<file path="src/rtl/text_pkg.sv">
// ---------------------------------------------------------------------------
// text_pkg
// Shared definitions for the text cursor controller: grid geometry, default
// placement parameters, ASCII control codes, FSM state type and the
// logical-to-physical column mapping.
// ---------------------------------------------------------------------------
package text_pkg;

    localparam int unsigned ROWS           = 4;
    localparam int unsigned COLS           = 32;
    localparam int unsigned SWEEP_W        = $clog2(ROWS * COLS);
    localparam int unsigned DEF_COL_OFFSET = 24;
    localparam int unsigned DEF_HOME_ROW   = 1;

    localparam logic [7:0] ASCII_BS    = 8'h08;
    localparam logic [7:0] ASCII_LF    = 8'h0A;
    localparam logic [7:0] ASCII_FF    = 8'h0C;
    localparam logic [7:0] ASCII_CR    = 8'h0D;
    localparam logic [7:0] ASCII_SPACE = 8'h20;
    localparam logic [7:0] ASCII_TILDE = 8'h7E;

    typedef enum logic [0:0] {
        ST_IDLE  = 1'b0,
        ST_CLEAR = 1'b1
    } state_t;

    // Physical column = (logical + offset) mod COLS.
    function automatic logic [4:0] phys_col(input logic [4:0] lcol,
                                            input int unsigned offset);
        phys_col = 5'((32'(lcol) + offset) % COLS);
    endfunction

endpackage

</file>
<file path="src/rtl/byte_fifo.sv">
// ---------------------------------------------------------------------------
// byte_fifo
// Synchronous show-ahead byte queue. dout always presents the oldest entry
// while empty is low. A push while full is accepted only when a pop happens
// in the same cycle. flush empties the queue and ignores same-cycle push/pop.
//
// Ports:
//   clk    in   clock
//   reset  in   asynchronous active-low reset
//   flush  in   discard all entries
//   push   in   write din
//   pop    in   consume oldest entry
//   din    in   8-bit write data
//   dout   out  8-bit oldest entry (show-ahead)
//   full   out  queue holds DEPTH entries
//   empty  out  queue holds no entries
// ---------------------------------------------------------------------------
module byte_fifo #(
    parameter int unsigned DEPTH = 4
) (
    input  logic       clk,
    input  logic       reset,
    input  logic       flush,
    input  logic       push,
    input  logic       pop,
    input  logic [7:0] din,
    output logic [7:0] dout,
    output logic       full,
    output logic       empty
);

    localparam int unsigned AW = $clog2(DEPTH);

    logic [7:0]  mem [DEPTH];
    logic [AW:0] wr_ptr;
    logic [AW:0] rd_ptr;
    logic        do_push;
    logic        do_pop;

    // Extra pointer bit distinguishes full from empty when the indices match.
    assign empty   = (wr_ptr == rd_ptr);
    assign full    = (wr_ptr[AW] != rd_ptr[AW]) &&
                     (wr_ptr[AW-1:0] == rd_ptr[AW-1:0]);
    assign do_pop  = pop && !empty && !flush;
    assign do_push = push && !flush && (!full || do_pop);
    assign dout    = mem[rd_ptr[AW-1:0]];

    always_ff @(posedge clk or negedge reset) begin
        if (!reset) begin
            wr_ptr <= '0;
            rd_ptr <= '0;
        end else if (flush) begin
            wr_ptr <= '0;
            rd_ptr <= '0;
        end else begin
            if (do_push) wr_ptr <= wr_ptr + 1'b1;
            if (do_pop)  rd_ptr <= rd_ptr + 1'b1;
        end
    end

    always_ff @(posedge clk) begin
        if (do_push) mem[wr_ptr[AW-1:0]] <= din;
    end

endmodule

</file>
<file path="src/rtl/text_cursor_ctrl.sv">
// ---------------------------------------------------------------------------
// text_cursor_ctrl
// Turns a stream of received UART bytes into text-RAM writes on a 4x32 grid,
// tracking a cursor and performing clear-screen sweeps.
//
// Build option: define TEXT_CURSOR_BACKSPACE_EN to enable 0x08 backspace
// handling; otherwise 0x08 is discarded like other control bytes.
//
// Ports:
//   clk       in   system clock
//   reset     in   asynchronous active-low reset
//   rx_valid  in   rx_data strobe
//   rx_data   in   received byte
//   clear     in   clear-screen request (flushes queue, restarts sweep)
//   wr_en     out  text-RAM write strobe
//   wr_row    out  write row
//   wr_col    out  write physical column
//   wr_data   out  write byte
//   cur_row   out  cursor row
//   cur_col   out  cursor physical column
//   busy      out  clear sweep write in progress
//   overflow  out  sticky: byte dropped on a full queue
// ---------------------------------------------------------------------------
module text_cursor_ctrl
    import text_pkg::*;
#(
    parameter int unsigned FIFO_DEPTH = 4,
    parameter int unsigned COL_OFFSET = DEF_COL_OFFSET,
    parameter int unsigned HOME_ROW   = DEF_HOME_ROW
) (
    input  logic       clk,
    input  logic       reset,
    input  logic       rx_valid,
    input  logic [7:0] rx_data,
    input  logic       clear,
    output logic       wr_en,
    output logic [1:0] wr_row,
    output logic [4:0] wr_col,
    output logic [7:0] wr_data,
    output logic [1:0] cur_row,
    output logic [4:0] cur_col,
    output logic       busy,
    output logic       overflow
);

    state_t             state;
    logic [SWEEP_W-1:0] sweep;
    logic [1:0]         row;
    logic [4:0]         lcol;

    logic       fifo_pop;
    logic       fifo_full;
    logic       fifo_empty;
    logic [7:0] fifo_dout;

    // Decode of the byte at the head of the queue against the current cursor.
    logic       d_wr;
    logic       d_clear;
    logic [4:0] d_col;
    logic [7:0] d_data;
    logic [1:0] n_row;
    logic [4:0] n_col;

    assign fifo_pop = (state == ST_IDLE) && !fifo_empty && !clear;

    byte_fifo #(.DEPTH(FIFO_DEPTH)) u_fifo (
        .clk   (clk),
        .reset (reset),
        .flush (clear),
        .push  (rx_valid),
        .pop   (fifo_pop),
        .din   (rx_data),
        .dout  (fifo_dout),
        .full  (fifo_full),
        .empty (fifo_empty)
    );

    always_comb begin
        d_wr    = 1'b0;
        d_clear = 1'b0;
        d_col   = lcol;
        d_data  = fifo_dout;
        n_row   = row;
        n_col   = lcol;
        if (fifo_dout >= ASCII_SPACE && fifo_dout <= ASCII_TILDE) begin
            d_wr  = 1'b1;
            n_col = lcol + 5'd1;
            if (lcol == 5'd31) n_row = row + 2'd1;
        end else if (fifo_dout == ASCII_CR || fifo_dout == ASCII_LF) begin
            n_col = '0;
            n_row = row + 2'd1;
        end else if (fifo_dout == ASCII_FF) begin
            d_clear = 1'b1;
`ifdef TEXT_CURSOR_BACKSPACE_EN
        end else if (fifo_dout == ASCII_BS && lcol != 5'd0) begin
            d_wr   = 1'b1;
            d_col  = lcol - 5'd1;
            d_data = ASCII_SPACE;
            n_col  = lcol - 5'd1;
`endif
        end
    end

    // The cursor state updates at the pop edge so back-to-back bytes see it
    // immediately; cur_row/cur_col are a registered copy one cycle later.
    // Sweep cell 0 is written on the edge that starts the sweep, so CLEAR
    // only covers cells 1..127.
    always_ff @(posedge clk or negedge reset) begin
        if (!reset) begin
            state    <= ST_IDLE;
            sweep    <= '0;
            row      <= 2'(HOME_ROW);
            lcol     <= '0;
            wr_en    <= 1'b0;
            wr_row   <= '0;
            wr_col   <= '0;
            wr_data  <= '0;
            cur_row  <= 2'(HOME_ROW);
            cur_col  <= phys_col(5'd0, COL_OFFSET);
            busy     <= 1'b0;
            overflow <= 1'b0;
        end else begin
            cur_row <= row;
            cur_col <= phys_col(lcol, COL_OFFSET);
            if (clear) begin
                state    <= ST_CLEAR;
                sweep    <= SWEEP_W'(1);
                wr_en    <= 1'b1;
                wr_row   <= '0;
                wr_col   <= '0;
                wr_data  <= ASCII_SPACE;
                busy     <= 1'b1;
                overflow <= 1'b0;
            end else begin
                if (rx_valid && fifo_full && !fifo_pop) overflow <= 1'b1;
                case (state)
                    ST_IDLE: begin
                        wr_en <= 1'b0;
                        busy  <= 1'b0;
                        if (fifo_pop) begin
                            if (d_clear) begin
                                state   <= ST_CLEAR;
                                sweep   <= SWEEP_W'(1);
                                wr_en   <= 1'b1;
                                wr_row  <= '0;
                                wr_col  <= '0;
                                wr_data <= ASCII_SPACE;
                                busy    <= 1'b1;
                            end else begin
                                wr_en   <= d_wr;
                                wr_row  <= row;
                                wr_col  <= phys_col(d_col, COL_OFFSET);
                                wr_data <= d_data;
                                row     <= n_row;
                                lcol    <= n_col;
                            end
                        end
                    end
                    ST_CLEAR: begin
                        wr_en   <= 1'b1;
                        wr_row  <= sweep[6:5];
                        wr_col  <= sweep[4:0];
                        wr_data <= ASCII_SPACE;
                        busy    <= 1'b1;
                        sweep   <= sweep + 1'b1;
                        if (sweep == '1) begin
                            state <= ST_IDLE;
                            row   <= 2'(HOME_ROW);
                            lcol  <= '0;
                        end
                    end
                    default: state <= ST_IDLE;
                endcase
            end
        end
    end

endmodule
</file>
<file path="config.mk">
export PLATFORM = sky130hd
export DESIGN_NAME = text_cursor_ctrl
export DESIGN_NICKNAME = d
export VERILOG_FILES = /design/src/rtl/text_pkg.sv /design/src/rtl/byte_fifo.sv /design/src/rtl/text_cursor_ctrl.sv
export SDC_FILE = /design/constraint.sdc
export NUM_CORES = 1
export LEC_CHECK = 0
export ABC_AREA = 0
export CAP_MARGIN = 5
export CELL_PAD_IN_SITES_DETAIL_PLACEMENT = 1
export CELL_PAD_IN_SITES_GLOBAL_PLACEMENT = 2
export CORE_UTILIZATION = 36
export CTS_BUF_LIST = sky130_fd_sc_hd__clkbuf_4 sky130_fd_sc_hd__clkbuf_8
export DETAILED_ROUTE_END_ITERATION = 8
export PLACE_DENSITY_LB_ADDON = 0.08
export SLEW_MARGIN = 20
export SYNTH_ARGS = -nofsm -noshare
export SYNTH_HDL_FRONTEND = slang
export SYNTH_SLANG_ARGS = --single-unit
export TNS_END_PERCENT = 1
</file>
<file path="constraint.sdc">
create_clock -name clk -period 2.3 [get_ports clk]
set_input_delay 0.46 -clock clk [delete_from_list [all_inputs] [get_ports clk]]
set_output_delay 0.46 -clock clk [all_outputs]
set_load 0.01 [all_outputs]
</file>
==> results.sh, run 1 <==
export IMPL_cts_max_level=3
export IMPL_yosysSeqAreaShare=0.615
export IMPL_clk_pin_slew_worst_paths_ns=0.09
export IMPL_critPathLaunchType="flip-flop"
export IMPL_cts_root_buf="clkbuf_8"
export IMPL_hold_viol=0
export IMPL_violations="negative setup slack"
export IMPL_switching_share=0.252
export IMPL_setup_viol=2
export IMPL_drc_errors=0
export IMPL_critPathKind="reg2reg"
export IMPL_fillCellCount=938
export IMPL_synthTopCellsByArea="dfrtp_1, edfxtp_1, mux4_2"
export IMPL_cts_tree="done"
export IMPL_syn_to_final_growth_pct=28.6
export IMPL_synthTopCellsByCount="dfrtp_1, edfxtp_1, nand2_1"
export IMPL_core_area_um2=9240
export IMPL_port_buffers=36
export IMPL_cts_sinks=78
export IMPL_hp_class="reg2reg"
export IMPL_min_to="cur_row[0]"
export IMPL_synth_area_um2=3440
export IMPL_synth_edf_count=32
export IMPL_min_from="row[0]"
export IMPL_r2r_cells=7
export IMPL_routedWlPerCell_um=17.5
export IMPL_yosysUniqueCellTypes=53
export IMPL_grt_total_usage=0.181
export IMPL_cp_arrival_ns=2.56
export IMPL_clkPwrFrac=0.386
export IMPL_dieArea_um2=9960
export IMPL_nNetsFinal=350
export IMPL_syn_inst=265
export IMPL_worstSetupEndpointType="flip-flop"
export IMPL_die_height_um=99.8
export IMPL_seqPwrFrac=0.512
export IMPL_drv_cap=0
export IMPL_reg2reg_to="row[1]"
export IMPL_tightestPinTransition_ns=0.476
export IMPL_antenna_found_initial=0
export IMPL_clockBufferDepth=2
export IMPL_synth_nets=285
export IMPL_power_density_nw_per_um2=681
export IMPL_start_util=0.373
export IMPL_synth_flop_cell="dfrtp_1"
export IMPL_worst_slew_margin_rel=0.680
export IMPL_seq_area_um2=2120
export IMPL_setup_ws_ns=-0.0185
export IMPL_maxSlewViolCount=0
export IMPL_fin_cells=464
export IMPL_clock_skew_ns=0.0134
export IMPL_fmax_ghz=0.431
export IMPL_clk_latency_ns=0.36
export IMPL_grt_pass1_wl_um=13400
export IMPL_ant_nets=0
export IMPL_synth_top_area_share=0.305
export IMPL_synth_top_area_cell="dfrtp_1"
export IMPL_drive_above_1_share=0.230
export IMPL_die_w_um=99.8
export IMPL_ys_warn_count=0
export IMPL_outcome="finished with violations"
export IMPL_wirelength_um=8140
export IMPL_grt_max_degree=20
export IMPL_drtIter0Drc=84
export IMPL_n_antenna_cell=0
export IMPL_power_switching_uw=759
export IMPL_numCtsBuffers=9
export IMPL_cp_max_fo=8
export IMPL_period_share=1.01
export IMPL_place_congestion=0.707
export IMPL_dr_pass1_iters=4
export IMPL_dpl_hpwl_um=5900
export IMPL_io_pins=37
export IMPL_r2r_slack_ns=-0.02
export IMPL_multi_input_area_um2=1250
export IMPL_synth_seq_cells=78
export IMPL_finalPower_mw=3.01
export IMPL_period_minus_slack_ns=2.32
export IMPL_synth_async_sr_flop_share=0.590
export IMPL_finalCoreUtilization=0.479
export IMPL_placed_cells=446
export IMPL_grt_ovfl_total=0
export IMPL_pwr_share_comb=0.103
export IMPL_leakage_nw=1.73
export IMPL_syn_mean_instance_area_um2=13.0
export IMPL_yosysMostFrequentCell="dfrtp_1"
export IMPL_first_global_vias=2430
export IMPL_cp_required_ns=2.54
export IMPL_fp_row_count=35
export IMPL_ir_drop_uv=323
export IMPL_p_int_mw=2.25
export IMPL_rsz0062_at_grt="yes"
export IMPL_vias=2325
export IMPL_hold_path_depth=0
export IMPL_vias_per_cell=5.01
export IMPL_r2r_start="u_fifo.rd_ptr[0]"
==> metal layers <==
metal | global-route usage | wire [µm] | vias to the layer above
met5 | 0 | 0 | -
met4 | 0.0509 | 87 | 0
met3 | 0.0432 | 228 | 6
met2 | 0.272 | 3710 | 28
met1 | 0.262 | 4110 | 1192
li1 | - | - | 1099
==> area by class of cell <==
cell class | instances | share of cell area
Clock buffer | 9 | 0.0280
Timing Repair Buffer | 66 | 0.147
Inverter | 7 | 0.00594
Clock inverter | 7 | 0.0220
Sequential cell | 78 | 0.478
Tap cell | 129 | 0.0365
Multi-Input combinational cell | 168 | 0.283
==> power groups by stage <==
stage	registers, mW	clock network (mW)	logic (mW)
3_5_place_dp	1.57	0	0.306
3_3_place_gp	1.57	0	0.303
4_1_cts	1.54	1.18	0.311
6_report	1.54	1.16	0.309
5_1_grt	1.55	1.23	0.343
2_1_floorplan	1.57	0	0.145
==> sequential cells by signal, indices dropped and copies added, names as in the netlist, 3 cells and up <==
signal,count
u_fifo.mem,32
wr_data,8
u_fifo.wr_ptr,3
u_fifo.rd_ptr,3
d_col,5
cur_col,5
sweep,7
wr_col,5
==> cells by family after synthesis <==
logic type	count (synthesis)	share of synthesized area
AO/OA/AOI/OAI	52	0.117
XOR/XNOR	9	0.0229
adder cells (fa/ha/maj)	8	0.0291
buffers and inverters	19	0.0273
flip-flops	78	0.615
multiplexers	10	0.0581
AND/OR/NAND/NOR	89	0.131
==> worst max-delay path, stage by stage, from the launching register on <==
cell and delay, ns:
dfrtp_1 0.40, buf_12 0.15, mux4_2 0.58, nor3b_1 0.17, o211a_1 0.25, o31ai_4 0.28, nor4_1 0.09, a221o_1 0.27
==> layout by cell type (no fill, tap or decap), types with 2 or more instances in the layout <==
master / netlist / layout
a21oi_1: 8 / 7
a21oi_2: 1 / 2
a221oi_2: 6 / 6
a22oi_1: 2 / 2
a31oi_1: 3 / 3
and2_1: 4 / 4
and3_1: 6 / 6
buf_12: 0 / 5
buf_4: 1 / 23
bufinv_16: 0 / 2
clkbuf_8: 0 / 9
clkdlybuf4s50_1: 0 / 35
clkinvlp_4: 0 / 2
dfrtp_1: 42 / 42
dfstp_2: 4 / 4
edfxtp_1: 32 / 32
ha_1: 8 / 8
inv_1: 7 / 7
mux2i_1: 2 / 2
mux4_2: 8 / 8
nand2_1: 24 / 24
nand2b_1: 2 / 2
nand3_1: 4 / 4
nand4_1: 3 / 3
nor2_1: 22 / 21
nor2b_1: 6 / 6
nor3_1: 7 / 7
o21ai_0: 14 / 8
o21ai_1: 5 / 10
o21ai_2: 1 / 2
o22ai_1: 2 / 2
xnor2_1: 8 / 8
==> how the worst max path moves through the flow <==
stage / from / endpoint / slack [ns] / depth (start not counted)
global route: u_fifo.rd_ptr[0] / wr_row[0] / -0.16 / 8
floorplan: u_fifo.rd_ptr[0] / wr_row[0] / 0.14 / 8
CTS: u_fifo.rd_ptr[0] / row[1] / -0.03 / 7
global placement: u_fifo.rd_ptr[0] / row[1] / 0.02 / 7
finish: u_fifo.rd_ptr[0] / row[1] / -0.02 / 7
detailed placement: u_fifo.rd_ptr[0] / wr_row[0] / -0.04 / 8
==> timing repair <==
item | 4_1_cts | 5_1_grt
setup endpoints to repair | 12 | 24
gates resized for setup | 3 | 8
hold buffers | 1 | 0
buffers inserted | 1 | 0
pin swaps | 3 | 6
gates cloned | 0 | 0
endpoints found under the hold margin | 5 | 0
==> metrics by stage <==
stage	cell area (µm²)	hold slack, ns	setup TNS (ns)	setup slack [ns]
5_1_grt	4430	0.428	-1.54	-0.155
4_1_cts	4410	0.422	-0.0664	-0.0318
3_3_place_gp	4170	0.382	0	0.0216
3_5_place_dp	4170	0.388	-0.0981	-0.0360
6_report	4430	0.423	-0.0261	-0.0185
2_1_floorplan	3440	0.164	0	0.145
Power figures use the tool's default switching activity.
==> inputs of run 2 (changes only) <==
Settings changed: CORE_UTILIZATION 36 to 40, SKIP_LAST_GASP from default to 1.
Clock period 2.3 ns to 2.6 ns, I/O delays scaled along.
==> run 2 against run 1 <==
Net effect:
- the flow now finishes without violations
- final cell count is 8.4% lower
- die area fell by 9.8%
- register-to-register slack improved by 0.20 ns
- combinational power shrank 21%
- hold slack worse by 0.27 ns
- global-route usage increased by 1.5 points
- largest cell class unchanged
- critical endpoint unchanged
- count of clock-buffer cells in the layout stayed put
- non-clock buffer count is 15 lower
- highest routed layer unchanged
==> results.sh, run 2 (synthesis gave the netlist of run 1 again) <==
export IMPL_tns_ns=0
export IMPL_cp_max_fo=11
export IMPL_grt_pass1_wl_um=12800
export IMPL_place_congestion=0.719
export IMPL_clkPwrFrac=0.384
export IMPL_grt_total_usage=0.196
export IMPL_placed_cells=405
export IMPL_p_int_mw=1.97
export IMPL_power_switching_uw=638
export IMPL_drive_above_1_share=0.184
export IMPL_nNetsFinal=335
export IMPL_start_util=0.417
export IMPL_grt_max_degree=25
export IMPL_drc_errors=0
export IMPL_clk_pin_slew_worst_paths_ns=0.08
export IMPL_die_w_um=94.8
export IMPL_drtIter0Drc=68
export IMPL_pwr_share_comb=0.093
export IMPL_cts_root_buf="clkbuf_8"
export IMPL_vias_per_cell=5.35
export IMPL_fin_area_um2=4230
export IMPL_cts_sinks=78
export IMPL_ir_drop_uv=306
export IMPL_drv_cap=0
export IMPL_largest_register_ffs=32
export IMPL_switching_share=0.244
export IMPL_cts_max_level=3
export IMPL_cp_arrival_ns=2.65
export IMPL_cp_required_ns=2.83
export IMPL_power_density_nw_per_um2=617
export IMPL_fin_cells=425
export IMPL_final_cell_mix="dfrtp_1, clkdlybuf4s50_1, edfxtp_1"
export IMPL_period_minus_slack_ns=2.42
export IMPL_critPathLaunchType="flip-flop"
export IMPL_post_cts_setup_buffer_count=0
export IMPL_clockBufferDepth=2
export IMPL_wirelength_um=7860
export IMPL_holdBufCountCts=0
export IMPL_clock_skew_ns=0.0104
export IMPL_port_buffers=36
export IMPL_dieArea_um2=8980
export IMPL_leakage_nw=1.64
export IMPL_finalPower_mw=2.61
export IMPL_critPathKind="reg2reg"
export IMPL_dpl_hpwl_um=5570
export IMPL_dpl_cell_area_um2=3970
export IMPL_seqPwrFrac=0.523
export IMPL_die_height_um=94.8
export IMPL_rsz0062_at_grt="no"
export IMPL_worst_slew_margin_rel=0.635
export IMPL_numCtsBuffers=9
export IMPL_maxSlewViolCount=0
export IMPL_vias=2274
export IMPL_whs_ns=0.157
export IMPL_fp_row_count=33
export IMPL_worstSetupEndpointType="flip-flop"
export IMPL_fmax_ghz=0.413
export IMPL_post_cts_resized=0
export IMPL_n_antenna_cell=0
export IMPL_hold_viol=0
export IMPL_outcome="complete, no violations"
export IMPL_core_area_um2=8260
export IMPL_syn_to_final_growth_pct=23.0
export IMPL_setup_viol=0
export IMPL_antenna_found_initial=0
export IMPL_first_global_vias=2384
export IMPL_clk_latency_ns=0.35
export IMPL_io_pins=37
export IMPL_ant_nets=0
export IMPL_cts_tree="done"
export IMPL_routedWlPerCell_um=18.5
export IMPL_dr_pass1_iters=4
export IMPL_hp_class="in2async"
export IMPL_period_share=0.931
export IMPL_tightestPinTransition_ns=0.548
export IMPL_layout_commonest_cell="dfrtp_1"
export IMPL_grt_ovfl_total=0
[run 2: changes by cell type in the layout (fill, tap and decap cells not counted), sizes merged]
cell	change
clkinvlp	-1
buf	-14
dlygate4sd3	-1
clkinv	+1
[run 2: layer usage]
metal  part of all wire  vias to the layer above  GRT usage
met2               0.46                       39      0.289
met5                  0                        -          0
met1               0.50                     1159      0.286
met3              0.030                        7     0.0443
met4              0.015                        0     0.0657
li1                   -                     1069          -
[run 2: path summary, 6_finish.rpt]
| path | startpoint | end | slack, ns | depth (start not counted) |
|---|---|---|---|---|
| max in group asynchronous | reset | cur_row[0] | 1.84 | 2 |
| worst min-delay path | reset | sweep[5] | 0.16 | 1 |
| worst max register to register | u_fifo.rd_ptr[0] | row[1] | 0.18 | 8 |
| worst max-delay path | u_fifo.rd_ptr[0] | row[1] | 0.18 | 8 |
| min in group clk | row[0] | cur_row[0] | 0.40 | 0 |
| worst min register to register | row[0] | cur_row[0] | 0.40 | 0 |
[run 2: power groups by stage]
stage | clock (mW) | combinational (mW) | sequential, mW
finish | 1.00 | 0.244 | 1.36
CTS | 1.03 | 0.248 | 1.37
detailed placement | 0 | 0.246 | 1.39
floorplan | 0 | 0.129 | 1.39
global placement | 0 | 0.243 | 1.39
global route | 1.09 | 0.271 | 1.37
[run 2: worst max-delay path, stage by stage, from the launching register on]
cell and delay (ns):
dfrtp_1 0.39, buf_12 0.16, mux4_2 0.57, o21ba_2 0.27, o31ai_1 0.08, buf_4 0.15, o21ai_0 0.33, nor4_1 0.08
a221o_1 0.26
[run 2: area by class of cell]
class | instances | area (µm²)
Fill cell | 867 | 4020
Sequential cell | 78 | 2120
Multi-Input combinational cell | 168 | 1230
Timing Repair Buffer | 51 | 505
Tap cell | 105 | 131
Clock buffer | 9 | 124
Clock inverter | 7 | 97.6
Inverter | 7 | 26.3
[run 2: per-stage QoR]
stage                     worst slack [ns]  utilization
after floorplan                      0.445            -
after global placement               0.138        0.481
after detailed placement            0.0868        0.481
after CTS                           0.0732        0.508
after global routing                 0.115        0.513
final                                0.179        0.513
